<file path="src/rtl/drac_pkg.sv">
// Shared types for the Lagarto dcache port arbiter.
// Optional perf counters: LAGARTO_DCACHE_ARB_PERF_EN.
package drac_pkg;

  localparam int DCACHE_INDEX_WIDTH = 12;
  localparam int DCACHE_TAG_WIDTH = 28;

  typedef enum logic [1:0] {
    ARB_IDLE,
    ARB_LD_WAIT,
    ARB_DROP
  } arb_state_t;

  typedef struct packed {
    logic [DCACHE_TAG_WIDTH-1:0]   tag;
    logic [DCACHE_INDEX_WIDTH-1:0] index;
    logic [63:0]                   wdata;
    logic [7:0]                    be;
    logic [1:0]                    size;
  } stb_entry_t;

  // Same 8-byte word: tag and index above the byte offset.
  function automatic logic same_word(
    input logic [DCACHE_TAG_WIDTH-1:0]   tag_a,
    input logic [DCACHE_INDEX_WIDTH-1:0] idx_a,
    input logic [DCACHE_TAG_WIDTH-1:0]   tag_b,
    input logic [DCACHE_INDEX_WIDTH-1:0] idx_b
  );
    return (tag_a == tag_b) &&
      (idx_a[DCACHE_INDEX_WIDTH-1:3] ==
       idx_b[DCACHE_INDEX_WIDTH-1:3]);
  endfunction

endpackage

</file>
<file path="src/rtl/lagarto_dcache_port_arbiter_if.sv">
// Load, store and dcache channels of the port arbiter.
// Directions named from the arbiter side (slave modport).
interface lagarto_dcache_port_arbiter_if;
  import drac_pkg::*;

  logic                          ld_valid_i;
  logic                          ld_ready_o;
  logic [DCACHE_INDEX_WIDTH-1:0] ld_addr_index_i;
  logic [DCACHE_TAG_WIDTH-1:0]   ld_addr_tag_i;
  logic [7:0]                    ld_be_i;
  logic [1:0]                    ld_size_i;
  logic                          ld_kill_i;
  logic                          ld_resp_valid_o;
  logic [63:0]                   ld_resp_data_o;
  logic                          st_valid_i;
  logic                          st_ready_o;
  logic [DCACHE_INDEX_WIDTH-1:0] st_addr_index_i;
  logic [DCACHE_TAG_WIDTH-1:0]   st_addr_tag_i;
  logic [63:0]                   st_wdata_i;
  logic [7:0]                    st_be_i;
  logic [1:0]                    st_size_i;
  logic                          stb_empty_o;
  logic                          req_valid_o;
  logic                          req_ready_i;
  logic                          req_we_o;
  logic [DCACHE_INDEX_WIDTH-1:0] req_addr_index_o;
  logic [DCACHE_TAG_WIDTH-1:0]   req_addr_tag_o;
  logic [63:0]                   req_wdata_o;
  logic [7:0]                    req_be_o;
  logic [1:0]                    req_size_o;
  logic                          req_kill_o;
  logic                          resp_valid_i;
  logic [63:0]                   resp_data_i;

  modport slave (
    input  ld_valid_i, ld_addr_index_i, ld_addr_tag_i,
    input  ld_be_i, ld_size_i, ld_kill_i,
    output ld_ready_o, ld_resp_valid_o, ld_resp_data_o,
    input  st_valid_i, st_addr_index_i, st_addr_tag_i,
    input  st_wdata_i, st_be_i, st_size_i,
    output st_ready_o, stb_empty_o,
    output req_valid_o, req_we_o, req_addr_index_o,
    output req_addr_tag_o, req_wdata_o, req_be_o,
    output req_size_o, req_kill_o,
    input  req_ready_i, resp_valid_i, resp_data_i
  );

  modport master (
    output ld_valid_i, ld_addr_index_i, ld_addr_tag_i,
    output ld_be_i, ld_size_i, ld_kill_i,
    input  ld_ready_o, ld_resp_valid_o, ld_resp_data_o,
    output st_valid_i, st_addr_index_i, st_addr_tag_i,
    output st_wdata_i, st_be_i, st_size_i,
    input  st_ready_o, stb_empty_o,
    input  req_valid_o, req_we_o, req_addr_index_o,
    input  req_addr_tag_o, req_wdata_o, req_be_o,
    input  req_size_o, req_kill_o,
    output req_ready_i, resp_valid_i, resp_data_i
  );

endinterface

</file>
<file path="src/rtl/lagarto_dcache_port_arbiter_stb.sv">
// In-order store buffer with associative load hazard compare.
module lagarto_dcache_stb
  import drac_pkg::*;
#(
  parameter int DEPTH = 4
) (
  input  logic                          clk_i,
  input  logic                          rstn_i,
  input  logic                          push_i,
  input  stb_entry_t                    push_entry_i,
  input  logic                          pop_i,
  input  logic [DCACHE_TAG_WIDTH-1:0]   ld_tag_i,
  input  logic [DCACHE_INDEX_WIDTH-1:0] ld_index_i,
  output logic                          full_o,
  output logic                          empty_o,
  output logic                          hazard_o,
  output stb_entry_t                    head_o
);

  localparam int PW = $clog2(DEPTH);
  localparam int CW = PW + 1;

  stb_entry_t     mem_q [DEPTH];
  logic [DEPTH-1:0] vld_q;
  logic [PW-1:0]  wr_q;
  logic [PW-1:0]  rd_q;
  logic [CW-1:0]  cnt_q;

  always_ff @(posedge clk_i or negedge rstn_i) begin
    if (!rstn_i) begin
      vld_q <= '0;
      wr_q  <= '0;
      rd_q  <= '0;
      cnt_q <= '0;
    end else begin
      if (pop_i) begin
        vld_q[rd_q] <= 1'b0;
        rd_q        <= rd_q + PW'(1);
      end
      if (push_i) begin
        vld_q[wr_q] <= 1'b1;
        wr_q        <= wr_q + PW'(1);
      end
      cnt_q <= cnt_q + CW'(push_i) - CW'(pop_i);
    end
  end

  // Payload needs no reset: validity lives in vld_q.
  always_ff @(posedge clk_i) begin
    if (push_i) mem_q[wr_q] <= push_entry_i;
  end

  always_comb begin
    hazard_o = 1'b0;
    for (int i = 0; i < DEPTH; i++) begin
      if (vld_q[i] && same_word(mem_q[i].tag,
          mem_q[i].index, ld_tag_i, ld_index_i))
        hazard_o = 1'b1;
    end
  end

  assign full_o  = cnt_q == CW'(DEPTH);
  assign empty_o = cnt_q == '0;
  assign head_o  = mem_q[rd_q];

endmodule

</file>
<file path="src/rtl/lagarto_dcache_port_arbiter.sv">
// Load/store arbiter for the single L1 dcache port.
// Optional perf counters: LAGARTO_DCACHE_ARB_PERF_EN.
module lagarto_dcache_port_arbiter
  import drac_pkg::*;
#(
  parameter int STB_DEPTH  = 4,
  parameter int STARVE_MAX = 8
) (
  input logic clk_i,
  input logic rstn_i,
  lagarto_dcache_port_arbiter_if.slave bus
`ifdef LAGARTO_DCACHE_ARB_PERF_EN
  ,
  output logic [31:0] perf_ld_hazard_cnt_o,
  output logic [31:0] perf_st_forced_cnt_o
`endif
);

  localparam int SW = $clog2(STARVE_MAX + 1);

  arb_state_t    state_q;
  logic [SW-1:0] starve_q;
  logic          lock_st_q;
  logic          lock_ld_q;
  logic          full, empty, hazard;
  stb_entry_t    head, st_entry;
  logic          idle, waiting, ld_pres, starved;
  logic          st_sel, ld_sel, st_gnt, ld_gnt, push;

  assign st_entry = '{
    tag:   bus.st_addr_tag_i,
    index: bus.st_addr_index_i,
    wdata: bus.st_wdata_i,
    be:    bus.st_be_i,
    size:  bus.st_size_i
  };

  assign push = bus.st_valid_i && bus.st_ready_o;

  lagarto_dcache_stb #(.DEPTH(STB_DEPTH)) u_stb (
    .clk_i       (clk_i),
    .rstn_i      (rstn_i),
    .push_i      (push),
    .push_entry_i(st_entry),
    .pop_i       (st_gnt),
    .ld_tag_i    (bus.ld_addr_tag_i),
    .ld_index_i  (bus.ld_addr_index_i),
    .full_o      (full),
    .empty_o     (empty),
    .hazard_o    (hazard),
    .head_o      (head)
  );

  assign idle    = rstn_i && state_q == ARB_IDLE;
  assign waiting = rstn_i && state_q == ARB_LD_WAIT;
  assign ld_pres = bus.ld_valid_i && !bus.ld_kill_i;
  assign starved = starve_q == SW'(STARVE_MAX);

  // A presented but unaccepted request keeps its slot.
  always_comb begin
    st_sel = 1'b0;
    ld_sel = 1'b0;
    if (idle) begin
      if (lock_st_q)
        st_sel = 1'b1;
      else if (lock_ld_q && ld_pres && !hazard)
        ld_sel = 1'b1;
      else if (!empty &&
          (full || starved || hazard || !ld_pres))
        st_sel = 1'b1;
      else
        ld_sel = ld_pres;
    end
  end

  assign st_gnt = st_sel && bus.req_ready_i;
  assign ld_gnt = ld_sel && bus.req_ready_i;

  assign bus.st_ready_o  = rstn_i && !full;
  assign bus.stb_empty_o = empty;
  assign bus.ld_ready_o  = ld_gnt;
  assign bus.req_valid_o = st_sel || ld_sel;
  assign bus.req_we_o    = st_sel;

  assign bus.req_addr_index_o =
    st_sel ? head.index :
    ld_sel ? bus.ld_addr_index_i : '0;
  assign bus.req_addr_tag_o =
    st_sel ? head.tag :
    ld_sel ? bus.ld_addr_tag_i : '0;
  assign bus.req_be_o =
    st_sel ? head.be :
    ld_sel ? bus.ld_be_i : '0;
  assign bus.req_size_o =
    st_sel ? head.size :
    ld_sel ? bus.ld_size_i : '0;
  assign bus.req_wdata_o = st_sel ? head.wdata : '0;

  assign bus.req_kill_o      = waiting && bus.ld_kill_i;
  assign bus.ld_resp_valid_o =
    waiting && bus.resp_valid_i && !bus.ld_kill_i;
  assign bus.ld_resp_data_o  =
    bus.ld_resp_valid_o ? bus.resp_data_i : '0;

  always_ff @(posedge clk_i or negedge rstn_i) begin
    if (!rstn_i) begin
      state_q   <= ARB_IDLE;
      starve_q  <= '0;
      lock_st_q <= 1'b0;
      lock_ld_q <= 1'b0;
    end else begin
      lock_st_q <= st_sel && !bus.req_ready_i;
      lock_ld_q <= ld_sel && !bus.req_ready_i;
      if (empty || st_gnt)
        starve_q <= '0;
      else if (ld_gnt && !starved)
        starve_q <= starve_q + SW'(1);
      unique case (state_q)
        ARB_IDLE:
          if (ld_gnt) state_q <= ARB_LD_WAIT;
        ARB_LD_WAIT:
          if (bus.resp_valid_i) state_q <= ARB_IDLE;
          else if (bus.ld_kill_i) state_q <= ARB_DROP;
        ARB_DROP:
          if (bus.resp_valid_i) state_q <= ARB_IDLE;
        default: state_q <= ARB_IDLE;
      endcase
    end
  end

`ifdef LAGARTO_DCACHE_ARB_PERF_EN
  logic [31:0] hz_cnt_q;
  logic [31:0] fc_cnt_q;

  always_ff @(posedge clk_i or negedge rstn_i) begin
    if (!rstn_i) begin
      hz_cnt_q <= '0;
      fc_cnt_q <= '0;
    end else begin
      if (idle && ld_pres && hazard)
        hz_cnt_q <= hz_cnt_q + 32'd1;
      if (st_gnt && (full || starved))
        fc_cnt_q <= fc_cnt_q + 32'd1;
    end
  end

  assign perf_ld_hazard_cnt_o = hz_cnt_q;
  assign perf_st_forced_cnt_o = fc_cnt_q;
`endif

endmodule

</file>
<file path="src/flat_wrapper.sv">
// flat-port wrapper written by rule: the top's interface ports become plain ports
module lagarto_dcache_port_arbiter_flat import drac_pkg::*;
#(
  parameter int STB_DEPTH  = 4,
  parameter int STARVE_MAX = 8
)
  (clk_i, rstn_i, bus_ld_valid_i, bus_ld_addr_index_i, bus_ld_addr_tag_i, bus_ld_be_i, bus_ld_size_i, bus_ld_kill_i, bus_ld_ready_o, bus_ld_resp_valid_o, bus_ld_resp_data_o, bus_st_valid_i, bus_st_addr_index_i, bus_st_addr_tag_i, bus_st_wdata_i, bus_st_be_i, bus_st_size_i, bus_st_ready_o, bus_stb_empty_o, bus_req_valid_o, bus_req_we_o, bus_req_addr_index_o, bus_req_addr_tag_o, bus_req_wdata_o, bus_req_be_o, bus_req_size_o, bus_req_kill_o, bus_req_ready_i, bus_resp_valid_i, bus_resp_data_i);
  lagarto_dcache_port_arbiter_if bus_i ();
  input logic clk_i;
  input logic rstn_i;
  input wire logic [$bits(bus_i.ld_valid_i)-1:0] bus_ld_valid_i;
  input wire logic [$bits(bus_i.ld_addr_index_i)-1:0] bus_ld_addr_index_i;
  input wire logic [$bits(bus_i.ld_addr_tag_i)-1:0] bus_ld_addr_tag_i;
  input wire logic [$bits(bus_i.ld_be_i)-1:0] bus_ld_be_i;
  input wire logic [$bits(bus_i.ld_size_i)-1:0] bus_ld_size_i;
  input wire logic [$bits(bus_i.ld_kill_i)-1:0] bus_ld_kill_i;
  output wire logic [$bits(bus_i.ld_ready_o)-1:0] bus_ld_ready_o;
  output wire logic [$bits(bus_i.ld_resp_valid_o)-1:0] bus_ld_resp_valid_o;
  output wire logic [$bits(bus_i.ld_resp_data_o)-1:0] bus_ld_resp_data_o;
  input wire logic [$bits(bus_i.st_valid_i)-1:0] bus_st_valid_i;
  input wire logic [$bits(bus_i.st_addr_index_i)-1:0] bus_st_addr_index_i;
  input wire logic [$bits(bus_i.st_addr_tag_i)-1:0] bus_st_addr_tag_i;
  input wire logic [$bits(bus_i.st_wdata_i)-1:0] bus_st_wdata_i;
  input wire logic [$bits(bus_i.st_be_i)-1:0] bus_st_be_i;
  input wire logic [$bits(bus_i.st_size_i)-1:0] bus_st_size_i;
  output wire logic [$bits(bus_i.st_ready_o)-1:0] bus_st_ready_o;
  output wire logic [$bits(bus_i.stb_empty_o)-1:0] bus_stb_empty_o;
  output wire logic [$bits(bus_i.req_valid_o)-1:0] bus_req_valid_o;
  output wire logic [$bits(bus_i.req_we_o)-1:0] bus_req_we_o;
  output wire logic [$bits(bus_i.req_addr_index_o)-1:0] bus_req_addr_index_o;
  output wire logic [$bits(bus_i.req_addr_tag_o)-1:0] bus_req_addr_tag_o;
  output wire logic [$bits(bus_i.req_wdata_o)-1:0] bus_req_wdata_o;
  output wire logic [$bits(bus_i.req_be_o)-1:0] bus_req_be_o;
  output wire logic [$bits(bus_i.req_size_o)-1:0] bus_req_size_o;
  output wire logic [$bits(bus_i.req_kill_o)-1:0] bus_req_kill_o;
  input wire logic [$bits(bus_i.req_ready_i)-1:0] bus_req_ready_i;
  input wire logic [$bits(bus_i.resp_valid_i)-1:0] bus_resp_valid_i;
  input wire logic [$bits(bus_i.resp_data_i)-1:0] bus_resp_data_i;
  assign bus_i.ld_valid_i = bus_ld_valid_i;
  assign bus_i.ld_addr_index_i = bus_ld_addr_index_i;
  assign bus_i.ld_addr_tag_i = bus_ld_addr_tag_i;
  assign bus_i.ld_be_i = bus_ld_be_i;
  assign bus_i.ld_size_i = bus_ld_size_i;
  assign bus_i.ld_kill_i = bus_ld_kill_i;
  assign bus_ld_ready_o = bus_i.ld_ready_o;
  assign bus_ld_resp_valid_o = bus_i.ld_resp_valid_o;
  assign bus_ld_resp_data_o = bus_i.ld_resp_data_o;
  assign bus_i.st_valid_i = bus_st_valid_i;
  assign bus_i.st_addr_index_i = bus_st_addr_index_i;
  assign bus_i.st_addr_tag_i = bus_st_addr_tag_i;
  assign bus_i.st_wdata_i = bus_st_wdata_i;
  assign bus_i.st_be_i = bus_st_be_i;
  assign bus_i.st_size_i = bus_st_size_i;
  assign bus_st_ready_o = bus_i.st_ready_o;
  assign bus_stb_empty_o = bus_i.stb_empty_o;
  assign bus_req_valid_o = bus_i.req_valid_o;
  assign bus_req_we_o = bus_i.req_we_o;
  assign bus_req_addr_index_o = bus_i.req_addr_index_o;
  assign bus_req_addr_tag_o = bus_i.req_addr_tag_o;
  assign bus_req_wdata_o = bus_i.req_wdata_o;
  assign bus_req_be_o = bus_i.req_be_o;
  assign bus_req_size_o = bus_i.req_size_o;
  assign bus_req_kill_o = bus_i.req_kill_o;
  assign bus_i.req_ready_i = bus_req_ready_i;
  assign bus_i.resp_valid_i = bus_resp_valid_i;
  assign bus_i.resp_data_i = bus_resp_data_i;
  lagarto_dcache_port_arbiter #(.STB_DEPTH(STB_DEPTH), .STARVE_MAX(STARVE_MAX)) u_core (.clk_i(clk_i), .rstn_i(rstn_i), .bus(bus_i));
endmodule
</file>
<file path="config.mk">
export PLATFORM = sky130hd
export DESIGN_NAME = lagarto_dcache_port_arbiter_flat
export DESIGN_NICKNAME = d
export VERILOG_FILES = /design/src/rtl/drac_pkg.sv /design/src/rtl/lagarto_dcache_port_arbiter_if.sv /design/src/rtl/lagarto_dcache_port_arbiter_stb.sv /design/src/rtl/lagarto_dcache_port_arbiter.sv /design/src/flat_wrapper.sv
export SDC_FILE = /design/constraint.sdc
export NUM_CORES = 1
export LEC_CHECK = 0
export BUFFER_PORTS_ARGS = -buffer_cell sky130_fd_sc_hd__buf_2
export CORE_MARGIN = 2
export CORE_UTILIZATION = 31
export CTS_BUF_LIST = sky130_fd_sc_hd__clkbuf_4
export DETAILED_ROUTE_END_ITERATION = 7
export GPL_TIMING_DRIVEN = 0
export PLACE_DENSITY = 0.48
export SLEW_MARGIN = 20
export SYNTH_ARGS = -nofsm -noshare
export SYNTH_HDL_FRONTEND = slang
export SYNTH_HIERARCHICAL = 1
export SYNTH_SLANG_ARGS = --single-unit
export TNS_END_PERCENT = 1
</file>
<file path="constraint.sdc">
create_clock -name clk_i -period 4.92 [get_ports clk_i]
set_clock_uncertainty 0.05 [all_clocks]
set_input_delay 0.246 -clock clk_i [delete_from_list [all_inputs] [get_ports clk_i]]
set_output_delay 0.246 -clock clk_i [all_outputs]
set_load 0.01 [all_outputs]
</file>
==> qor.txt <==
status = finished clean
crit share post-route = 93.9%
Synth Warn # = 6
CTS Buf Count = 134
CP arrival = 4.33 ns
Util after Layout = 43.0%
largest net degree at the start of global routing = 42
CP Buf/Inv Count = 3
ys flop type = edfxtp_1
drt drc = 0
GR Util met2 = 31.6%
placed insts = 2412
CTS sink count = 475
Net Count, Synth = 1365
CTS root buf = clkbuf_4
htree depth = 4
Slew Viols, Final = 0
number of synthesized flops with an enable pin = 456
CTS Buffer Depth = 3
detailed placer's ending HPWL = 44800 um
number of synthesized register bits = 475
Routed Antenna Nets = 0
share of cells above drive strength 1 = 39.8%
Reg2Reg Setup Slack = 0.63 ns
WHS = 0.135 ns
max-cap viol count = 0
vias in the first global route = 14130
Mapped Area = 20500 um2
Worst Hold Class = in2reg
Worst-Margin Slew = 1.00 ns
RSZ-0062 raised after global routing = no
Die W = 261 um
Die Footprint = 68300 um2
CTS tree = done
total grt overflow = 0
min Tclk post-route = 4.62 ns
Fill cells = 6093
met3 Track Usage GR = 5.92%
fmax = 216 MHz
slowest stage delay, CP = 0.54 ns
met1 usage = 21.4%
VDD IR max = 204 uV
Slew HR = 32.6%
initial core utilization = 31.3%
initial antenna violation count = 11
CP startpoint kind = flip-flop
distinct cell type count after synthesis = 48
Clock transition at path regs = 0.06 ns
most utilized layer in the global route result = met2
Area growth syn-to-layout = 37.4%
sequential area share after synthesis = 69.0%
Routed WL per cell = 21.9 um
worst path cell trace = nor2b_1 > a2111o_1 > or4_1 > nor4_2 > or4_4 > nor3b_2 > a221oi_4 > o21a_1 > buf_12 > buf_4 > a22o_1 > buf_2
setup violators final = 0
CP max-delay cell = or4_1
CP Capture Type = primary output
Synth Instances = 1117
worst endpoint required time = 4.62 ns
number of I/O pins = 420
Via-to-Cell Ratio = 4.72
first-pass GRT wire length = 89400 um
routability cong. = 0.847
Vias = 13580
Floorplan Core Area = 65600 um2
row cnt = 94
PwrDens = 444 nW/um2
CP Class = reg2out
1st-pass router iterations = 5
fin nets = 2172
Die Ht = 261 um
count of non-filler cells in the finished layout = 2880
CP max FO = 10
post-synthesis async set-or-reset flop share = 4.00%
Clk Latency, worst-skew pair = 0.94 ns
syn avg cell area = 18.4 um2
Final Hold Fails = 0
IO buf count = 419
largest delay contributor family on the critical path = compound AO/OA/AOI/OAI gates
GRT Overall Usage = 18.4%
Initial DRC Count = 662
Post-Route WL = 63000 um
static leakage = 10.8 nW
==> flip-flops by register name, summed over array words and instances (netlist names) <==
signal and flops:
u_core/u_stb/mem_q 456, u_core/starve_q 4, u_core/u_stb/vld_q 4, u_core/u_stb/cnt_q 3, u_core/state_q 2, u_core/u_stb/rd_q 2
u_core/u_stb/wr_q 2, u_core/lock_ld_q 1, u_core/lock_st_q 1
==> final timing paths <==
path                                                      from                                  end  cells past startpoint
max in group asynchronous                               rstn_i      u_core/u_stb/vld_q[1]$_DFF_PN0_                      3
min in group asynchronous                               rstn_i     u_core/u_stb/wr_q[1]$_DFFE_PN0P_                      3
setup / recovery           u_core/u_stb/mem_q[2][87]$_DFFE_PP_              bus_req_addr_index_o[7]                     12
hold / removal                          bus_st_addr_index_i[9]  u_core/u_stb/mem_q[1][83]$_DFFE_PP_                      2
setup reg to reg           u_core/u_stb/mem_q[2][87]$_DFFE_PP_      u_core/u_stb/cnt_q[2]$_DFF_PN0_                     16
hold reg to reg               u_core/u_stb/wr_q[0]$_DFFE_PN0P_     u_core/u_stb/wr_q[0]$_DFFE_PN0P_                      1
==> layout make-up <==
type	instances	area, um2	area share, %
sequential	475	14200	50.2
multi-input combinational	573	6130	21.7
timing repair buffer	671	4780	17.0
clock buffer	188	1410	5.00
tap	864	1080	3.83
buffer	51	285	1.01
clock inverter	36	279	0.989
inverter	18	67.6	0.239
antenna	4	10.0	0.0355
==> per-stage QoR <==
stage	worst slack, ns	total power (W)	instance area (um2)	setup TNS (ns)
floorplan	0.651	0.00742	20500	0
global placement	-2.50	0.00893	23700	-1107.15
detailed placement	0.410	0.00891	24000	0
CTS	0.0387	0.0128	28200	0
global route	0.0140	0.0133	28200	0
finish	0.298	0.0125	28200	0
==> report_power, final <==
part / total (W) / switching, W / internal [W]
Clock: 0.00361 / 0.00165 / 0.00197
Combinational: 0.00385 / 0.00204 / 0.00182
Sequential: 0.00507 / 0.000160 / 0.00491
==> placed cells by master, fill, tap and decap left out, types with 12 or more instances in the layout <==
| cell | instances |
|---|---|
| clkbuf_4 | 188 |
| mux4_2 | 114 |
| inv_1 | 16 |
| buf_2 | 438 |
| edfxtp_1 | 456 |
| dlygate4sd3_1 | 235 |
| and2_1 | 130 |
| clkinv_1 | 22 |
| xor2_1 | 135 |
| nor4_1 | 30 |
| a22o_1 | 50 |
| clkbuf_1 | 19 |
| ha_1 | 12 |
| dfrtp_1 | 19 |
==> metal layers <==
layer	vias up	wire length, um
met3	98	5180
met5	-	62
li1	6159	-
met4	10	1400
met2	523	31700
met1	6790	24700
==> cells by family (layout without fill, tap and decap cells) <==
group	Yosys count	after routing	share of synthesized area (%)
xor gates and xnor gates	143	143	6.10
buffers and inverters	69	964	1.50
and+or+nand+nor	225	225	6.93
other	0	4	0
muxes	114	114	12.5
DFF	475	475	69.0
adders and majority gates	13	13	0.828
AOI/OAI and AO/OA	78	78	3.17
==> synthesized netlist by cell type (all sizes together), types with 7 or more instances <==
cell type / count / share of area (%)
clkbuf: 19 / 0.35
and2: 134 / 4.1
nor2b: 9 / 0.27
nand2: 7 / 0.13
dfrtp: 19 / 2.3
nor4: 34 / 1.0
xor2: 135 / 5.8
a22o: 51 / 2.2
nand4: 10 / 0.38
inv: 17 / 0.31
edfxtp: 456 / 67
mux4: 114 / 12
buf: 32 / 0.82
ha: 12 / 0.73
xnor2: 8 / 0.34
==> worst register-to-register path: cells and delay by family, from the launching register on <==
| kind | cells | cell delay, ns |
|---|---|---|
| AO/OA/AOI/OAI | 3 | 1.14 |
| XOR/XNOR | 2 | 0.32 |
| adder cells (fa/ha/maj) | 3 | 0.83 |
| buffers and inverters | 3 | 0.29 |
| flip-flops | 1 | 0.40 |
| AND/OR/NAND/NOR | 5 | 1.17 |
==> what timing repair did <==
action / in CTS / in global routing
resized for setup: 19 / 2
hold buffers: 235 / 0
hold endpoints to repair: 502 / 0
endpoints found under the setup margin: 117 / 20
pin swaps: 4 / 1
buffers inserted: 1 / 3
gates cloned: 0 / 0
No activity file was read; power rests on OpenSTA's default activity.
